===== src/rtl/cmd_controller_burst.sv =====
// Byte-stream command decoder: READ / WRITE / BURST_WRITE frames into register-file strobes.
// Read data is serialized MSB first on a valid/ready byte port; bad commands and stalls raise o_err.
module cmd_controller_burst #(
    parameter int ADDR_BYTES     = 1,
    parameter int DATA_BYTES     = 4,
    parameter int W_EN_LEN       = 1,
    parameter int TIMEOUT_CYCLES = 1000
) (
    input  logic                    clk,
    input  logic                    i_reset,
    input  logic [7:0]              i_data,
    input  logic                    i_dv,
    output logic [8*ADDR_BYTES-1:0] o_w_addr,
    output logic [8*DATA_BYTES-1:0] o_w_data,
    output logic                    o_w_en,
    output logic [8*ADDR_BYTES-1:0] o_r_addr,
    output logic                    o_r_en,
    input  logic [8*DATA_BYTES-1:0] i_r_data,
    input  logic                    i_r_valid,
    output logic [7:0]              o_tx_data,
    output logic                    o_tx_valid,
    input  logic                    i_tx_ready,
    output logic                    o_err,
    output logic                    o_busy
);
    localparam int AW = 8 * ADDR_BYTES;
    localparam int DW = 8 * DATA_BYTES;
    localparam logic [3:0]  ADDR_LAST = 4'(ADDR_BYTES - 1);
    localparam logic [3:0]  DATA_LAST = 4'(DATA_BYTES - 1);
    localparam logic [31:0] TO_LAST   = 32'(TIMEOUT_CYCLES - 1);
    localparam logic [7:0]  CMD_READ  = 8'h00;
    localparam logic [7:0]  CMD_WRITE = 8'hAA;
    localparam logic [7:0]  CMD_BURST = 8'hAB;

    typedef enum logic [2:0] {S_IDLE, S_ADDR, S_COUNT, S_DATA, S_RD_WAIT, S_TX} state_t;

    state_t         state_reg, state_next;
    logic           is_read_reg, is_burst_reg;
    logic [3:0]     byte_cnt_reg;
    logic [AW-1:0]  addr_shift_reg, cur_addr_reg;
    logic [DW-1:0]  data_shift_reg, tx_shift_reg;
    logic [8:0]     words_left_reg;
    logic [31:0]    w_en_cnt_reg, to_cnt_reg;
    logic [3:0]     tx_cnt_reg;

    logic [AW-1:0]  addr_shifted;
    logic [DW-1:0]  data_shifted;
    logic           counting, timeout_hit, tx_fire, err_next, read_issue;

    assign addr_shifted = (addr_shift_reg << 8) | AW'(i_data);
    assign data_shifted = (data_shift_reg << 8) | DW'(i_data);
    assign tx_fire      = o_tx_valid && i_tx_ready;
    assign o_tx_data    = tx_shift_reg[DW-1 -: 8];
    assign o_w_en       = (w_en_cnt_reg != 32'd0);
    assign o_busy       = (state_reg != S_IDLE);
    assign counting     = (state_reg == S_ADDR) || (state_reg == S_COUNT) ||
                          (state_reg == S_DATA) || (state_reg == S_RD_WAIT);

    always_ff @(posedge clk or posedge i_reset) begin
        if (i_reset) state_reg <= S_IDLE;
        else         state_reg <= state_next;
    end

    always_comb begin
        state_next  = state_reg;
        err_next    = 1'b0;
        read_issue  = 1'b0;
        // A byte arriving on the expiry cycle keeps the frame alive.
        timeout_hit = (TIMEOUT_CYCLES != 0) && counting && !i_dv && (to_cnt_reg == TO_LAST);
        case (state_reg)
            S_IDLE: begin
                if (i_dv) begin
                    if (i_data == CMD_READ || i_data == CMD_WRITE || i_data == CMD_BURST)
                        state_next = S_ADDR;
                    else
                        err_next = 1'b1;
                end
            end
            S_ADDR: begin
                if (i_dv && byte_cnt_reg == ADDR_LAST) begin
                    if (is_read_reg) begin
                        state_next = S_RD_WAIT;
                        read_issue = 1'b1;
                    end else if (is_burst_reg) begin
                        state_next = S_COUNT;
                    end else begin
                        state_next = S_DATA;
                    end
                end
            end
            S_COUNT: begin
                if (i_dv) state_next = S_DATA;
            end
            S_DATA: begin
                if (i_dv && byte_cnt_reg == DATA_LAST && words_left_reg == 9'd1)
                    state_next = S_IDLE;
            end
            S_RD_WAIT: begin
                if (i_dv)      err_next   = 1'b1;
                if (i_r_valid) state_next = S_TX;
            end
            S_TX: begin
                if (i_dv) err_next = 1'b1;
                if (tx_fire && tx_cnt_reg == 4'd0) state_next = S_IDLE;
            end
            default: state_next = S_IDLE;
        endcase
        if (timeout_hit) begin
            state_next = S_IDLE;
            err_next   = 1'b1;
        end
    end

    always_ff @(posedge clk or posedge i_reset) begin
        if (i_reset) begin
            is_read_reg    <= 1'b0;
            is_burst_reg   <= 1'b0;
            byte_cnt_reg   <= '0;
            addr_shift_reg <= '0;
            cur_addr_reg   <= '0;
            data_shift_reg <= '0;
            words_left_reg <= '0;
            w_en_cnt_reg   <= '0;
            to_cnt_reg     <= '0;
            tx_shift_reg   <= '0;
            tx_cnt_reg     <= '0;
            o_w_addr       <= '0;
            o_w_data       <= '0;
            o_r_addr       <= '0;
            o_r_en         <= 1'b0;
            o_tx_valid     <= 1'b0;
            o_err          <= 1'b0;
        end else begin
            o_err  <= err_next;
            o_r_en <= read_issue;
            if (w_en_cnt_reg != 32'd0) w_en_cnt_reg <= w_en_cnt_reg - 32'd1;
            if (i_dv || !counting) to_cnt_reg <= '0;
            else                   to_cnt_reg <= to_cnt_reg + 32'd1;

            case (state_reg)
                S_IDLE: begin
                    if (i_dv) begin
                        is_read_reg  <= (i_data == CMD_READ);
                        is_burst_reg <= (i_data == CMD_BURST);
                        byte_cnt_reg <= '0;
                    end
                end
                S_ADDR: begin
                    if (i_dv) begin
                        addr_shift_reg <= addr_shifted;
                        if (byte_cnt_reg == ADDR_LAST) begin
                            byte_cnt_reg   <= '0;
                            cur_addr_reg   <= addr_shifted;
                            words_left_reg <= 9'd1;
                            if (is_read_reg) o_r_addr <= addr_shifted;
                        end else begin
                            byte_cnt_reg <= byte_cnt_reg + 4'd1;
                        end
                    end
                end
                S_COUNT: begin
                    if (i_dv) words_left_reg <= (i_data == 8'd0) ? 9'd256 : {1'b0, i_data};
                end
                S_DATA: begin
                    if (i_dv) begin
                        data_shift_reg <= data_shifted;
                        if (byte_cnt_reg == DATA_LAST) begin
                            // Overlapping words simply retrigger the enable pulse.
                            byte_cnt_reg   <= '0;
                            o_w_addr       <= cur_addr_reg;
                            o_w_data       <= data_shifted;
                            cur_addr_reg   <= cur_addr_reg + AW'(1);
                            words_left_reg <= words_left_reg - 9'd1;
                            w_en_cnt_reg   <= 32'(W_EN_LEN);
                        end else begin
                            byte_cnt_reg <= byte_cnt_reg + 4'd1;
                        end
                    end
                end
                S_RD_WAIT: begin
                    if (i_r_valid) begin
                        tx_shift_reg <= i_r_data;
                        tx_cnt_reg   <= DATA_LAST;
                        o_tx_valid   <= 1'b1;
                    end
                end
                S_TX: begin
                    if (tx_fire) begin
                        if (tx_cnt_reg == 4'd0) begin
                            o_tx_valid <= 1'b0;
                        end else begin
                            tx_shift_reg <= tx_shift_reg << 8;
                            tx_cnt_reg   <= tx_cnt_reg - 4'd1;
                        end
                    end
                end
                default: ;
            endcase
        end
    end
endmodule


===== config.mk =====
export PLATFORM = sky130hd
export DESIGN_NAME = cmd_controller_burst
export DESIGN_NICKNAME = d
export VERILOG_FILES = /design/src/rtl/cmd_controller_burst.sv
export SDC_FILE = /design/constraint.sdc
export NUM_CORES = 1
export LEC_CHECK = 0
export CAP_MARGIN = 20
export CORE_MARGIN = 2
export CORE_UTILIZATION = 32
export CTS_CLUSTER_DIAMETER = 150
export DETAILED_ROUTE_END_ITERATION = 10
export PLACE_DENSITY = 0.54
export RECOVER_POWER = 50
export SLEW_MARGIN = 10
export SYNTH_ARGS = -nofsm -noshare
export SYNTH_HDL_FRONTEND = slang
export SYNTH_SLANG_ARGS = --single-unit
export TNS_END_PERCENT = 10

===== constraint.sdc =====
create_clock -name clk -period 11.1 [get_ports clk]
set_input_delay 3.33 -clock clk [delete_from_list [all_inputs] [get_ports clk]]
set_output_delay 3.33 -clock clk [all_outputs]
set_load 0.02 [all_outputs]

==> results.md <==
- Cell area after layout: 0.01184 mm^2
- Largest net degree at the start of global routing: 135
- Synth area leader: dfrtp_1
- Synth warn: 0
- TritonCTS buffer count: 25
- Post-synthesis sequential area ratio: 52.50%
- Pre-antenna DRT Iters: 5
- Fin util: 40.06%
- Slowest CP cell: nand4b_1
- EDFF count, synth: 0
- Slew headroom: -63.12%
- Ys flop type: dfrtp_1
- Die height: 177.0 um
- Clk_lat worst skew: 0.51 ns
- Fin Hold WS: 0.4602 ns
- Post-route ant nets: 0
- Kind of critical path: register to output port
- RSZ-0062 raised after global routing: false
- Core region area: 0.02956 mm^2
- Crit-path max FO: 14
- Gpl congestion: 0.7557
- Die footprint: 0.03134 mm^2
- First-pass GRT wire length: 36800 um
- H-tree depth: 1
- Hold Path Sink: o_w_data[29]
- F_max: 0.1456 GHz
- CP bufs+invs: 2
- Period utilisation layout: 61.86%
- Max-cap violations: 2
- Hold buffer count at CTS: 0
- DRC Markers: 0
- Maximum vdd drop: 0.1385 mV
- Synth cell types: 67
- Hold Crit Depth: 2
- Area post-placement: 0.01092 mm^2
- Initial core utilization: 32.41%
- Crit end category: output port
- Die span in x: 177.0 um
- Net count, final: 1115
- Setup TNS Final: 0 ns
- Number of antenna violations at the first check in global routing: 1
- Initial DRC count: 487
- Failing checks: capacitance limit, slew limit
- Commonest non-fill, non-tap cell in the layout: dfrtp_1
- Post-synthesis register bit count: 201
- Clock period minus worst slack: 6.867 ns
- Vias in the first global route: 6943
- Startpoint types: register
- WP data required: 7.77 ns
- Status: finished with violations
- R2R Path End: tx_shift_reg[31]
- Power density over the cells: 224.5 mW/mm^2
- Hold_sp: data_shift_reg[21]
- Family with the most delay on the worst path: simple AND/OR/NAND/NOR gates
- WL/cell: 14.95 um
- Clk Tree Root Cell: clkbuf_16
- Row count: 63
- Crit path cell chain: nor3_1, nand4b_1, nor3_4, inv_1, clkdlybuf4s50_1
- Via/cell ratio: 4.890
- Synth Net Count: 1036
- CTS tree: yes
- Vias: 7179
- CTS clock-pin slew for the worst setup and hold paths: 0.06 ns
- R2R cell count: 6
- Worst-Margin Slew: 2.447 ns
- Ranking of synthesized cells by area: dfrtp_1 53%, nand2_1 7.5%, mux2_2 4.0%, o21ai_0 3.7%, nor2_1 3.0%
- # IOs: 106
- Hpwl dp: 13880 um
- Most frequent cells in the layout: 201 x dfrtp_1, 192 x nand2_1, 100 x clkdlybuf4s50_1, 77 x nor2_1, 71 x o21ai_0
- Grt total ovfl: 0
- Final-report max-slew violation count: 106
- Crit Reg-Reg Startpoint: tx_cnt_reg[0]
- Crit-path max cell delay: 0.69 ns
- All-layer global routing usage: 14.31%
- Static Leakage: 5.259 nW
- Worst EP arrival: 3.54 ns
- Layout cells sized above 1: 9.564%
- Maximum root-to-sink buffer count: 3
- Final setup fails: 0
- Post-CTS Setup Inserts: 0
- Mapped Cells: 981
- Asr flop ratio synth: 100.0%
- Hold Violations, Final: 0
- IO Port Bufs: 105
- Routed wire length: 21940 um
- Clock Skew: 0.01044 ns
- Syn Area/Cell: 9.766 um^2
- Area Overhead vs Synth: 23.61%
- CTS sink count: 201
- Mapped Area: 0.009580 mm^2
- HP Class: register to register
- Share of the synthesized area in the top cell type: 52.50%
- Reg2Reg Setup Slack: 7.48 ns
- PostCTS Resize Cnt: 0
worst max-delay path by stage:
stage / cells after the start / from / end
3_3_place_gp: 5 / w_en_cnt_reg[14] / o_w_en
3_5_place_dp: 5 / w_en_cnt_reg[12] / o_w_en
2_1_floorplan: 1 / i_reset / byte_cnt_reg[0]
5_1_grt: 5 / w_en_cnt_reg[12] / o_w_en
4_1_cts: 5 / w_en_cnt_reg[12] / o_w_en
6_report: 5 / w_en_cnt_reg[12] / o_w_en
routing by layer:
metal  up-vias  wire length, um  track usage [%]
met3        31              973            2.212
met2       124            10000            22.24
met4         0              455            3.822
met5         -                0                0
met1      3449            10510            20.72
li1       3575                -                -
synth_stat cells (all sizes together), types with 7 or more instances:
master    n
inv      17
xnor2    11
xor2     29
nand2   192
nor3     19
nand4    15
o21ai    71
nand3    22
and3     13
mux2i    28
nor4     16
buf      12
mux2     34
dfrtp   201
or4      13
and4      8
ha       10
or3      13
nor2     77
o31ai    10
nand2b    8
clkbuf   50
a21oi    40
nor3b     7
final cells by class:
cell class              count  area [um^2]
well taps                 390        488.0
repair buffers            114         1104
inverters                  17        71.32
multi-input cells         701         4210
diodes                      1        2.502
fillers                  2943        17720
clock inverters            11        241.5
flip-flops and latches    201         5030
clock buffers              33        695.7
cell families (layout without fill, tap and decap cells):
logic type               count (synthesis)  count (layout)  share of synthesized area, %
AND/OR/NAND/NOR                        429             429                         21.68
flip-flops                             201             201                         52.50
AO/OA/AOI/OAI                          160             160                         10.12
buffers and inverters                   79             175                         3.813
multiplexers                            62              62                         6.922
XOR/XNOR                                40              40                         3.657
adder cells (fa/ha/maj)                 10              10                         1.306
other                                    0               1                             0
worst min-delay path, cell delays in order, from the launching register on:
cell and delay (ns):
dfrtp_1 0.34, nand2_1 0.05, nand2_1 0.05
stage by stage:
stage / setup WS, ns / total power [mW] / std cells
floorplan: 2.288 / 1.513 / 981
global placement: 4.817 / 1.745 / 1422
CTS: 4.206 / 2.699 / 1466
finish: 4.233 / 2.659 / 1468
global route: 3.983 / 2.832 / 1467
detailed placement: 4.740 / 1.760 / 1422
power by group:
part | internal, mW | total (mW) | switching, mW
Combinational | 0.303 | 0.662 | 0.359
Sequential | 0.912 | 1.08 | 0.168
Clock | 0.602 | 0.916 | 0.314
Total | 1.82 | 2.66 | 0.842
No activity file was read; power rests on OpenSTA's default activity.
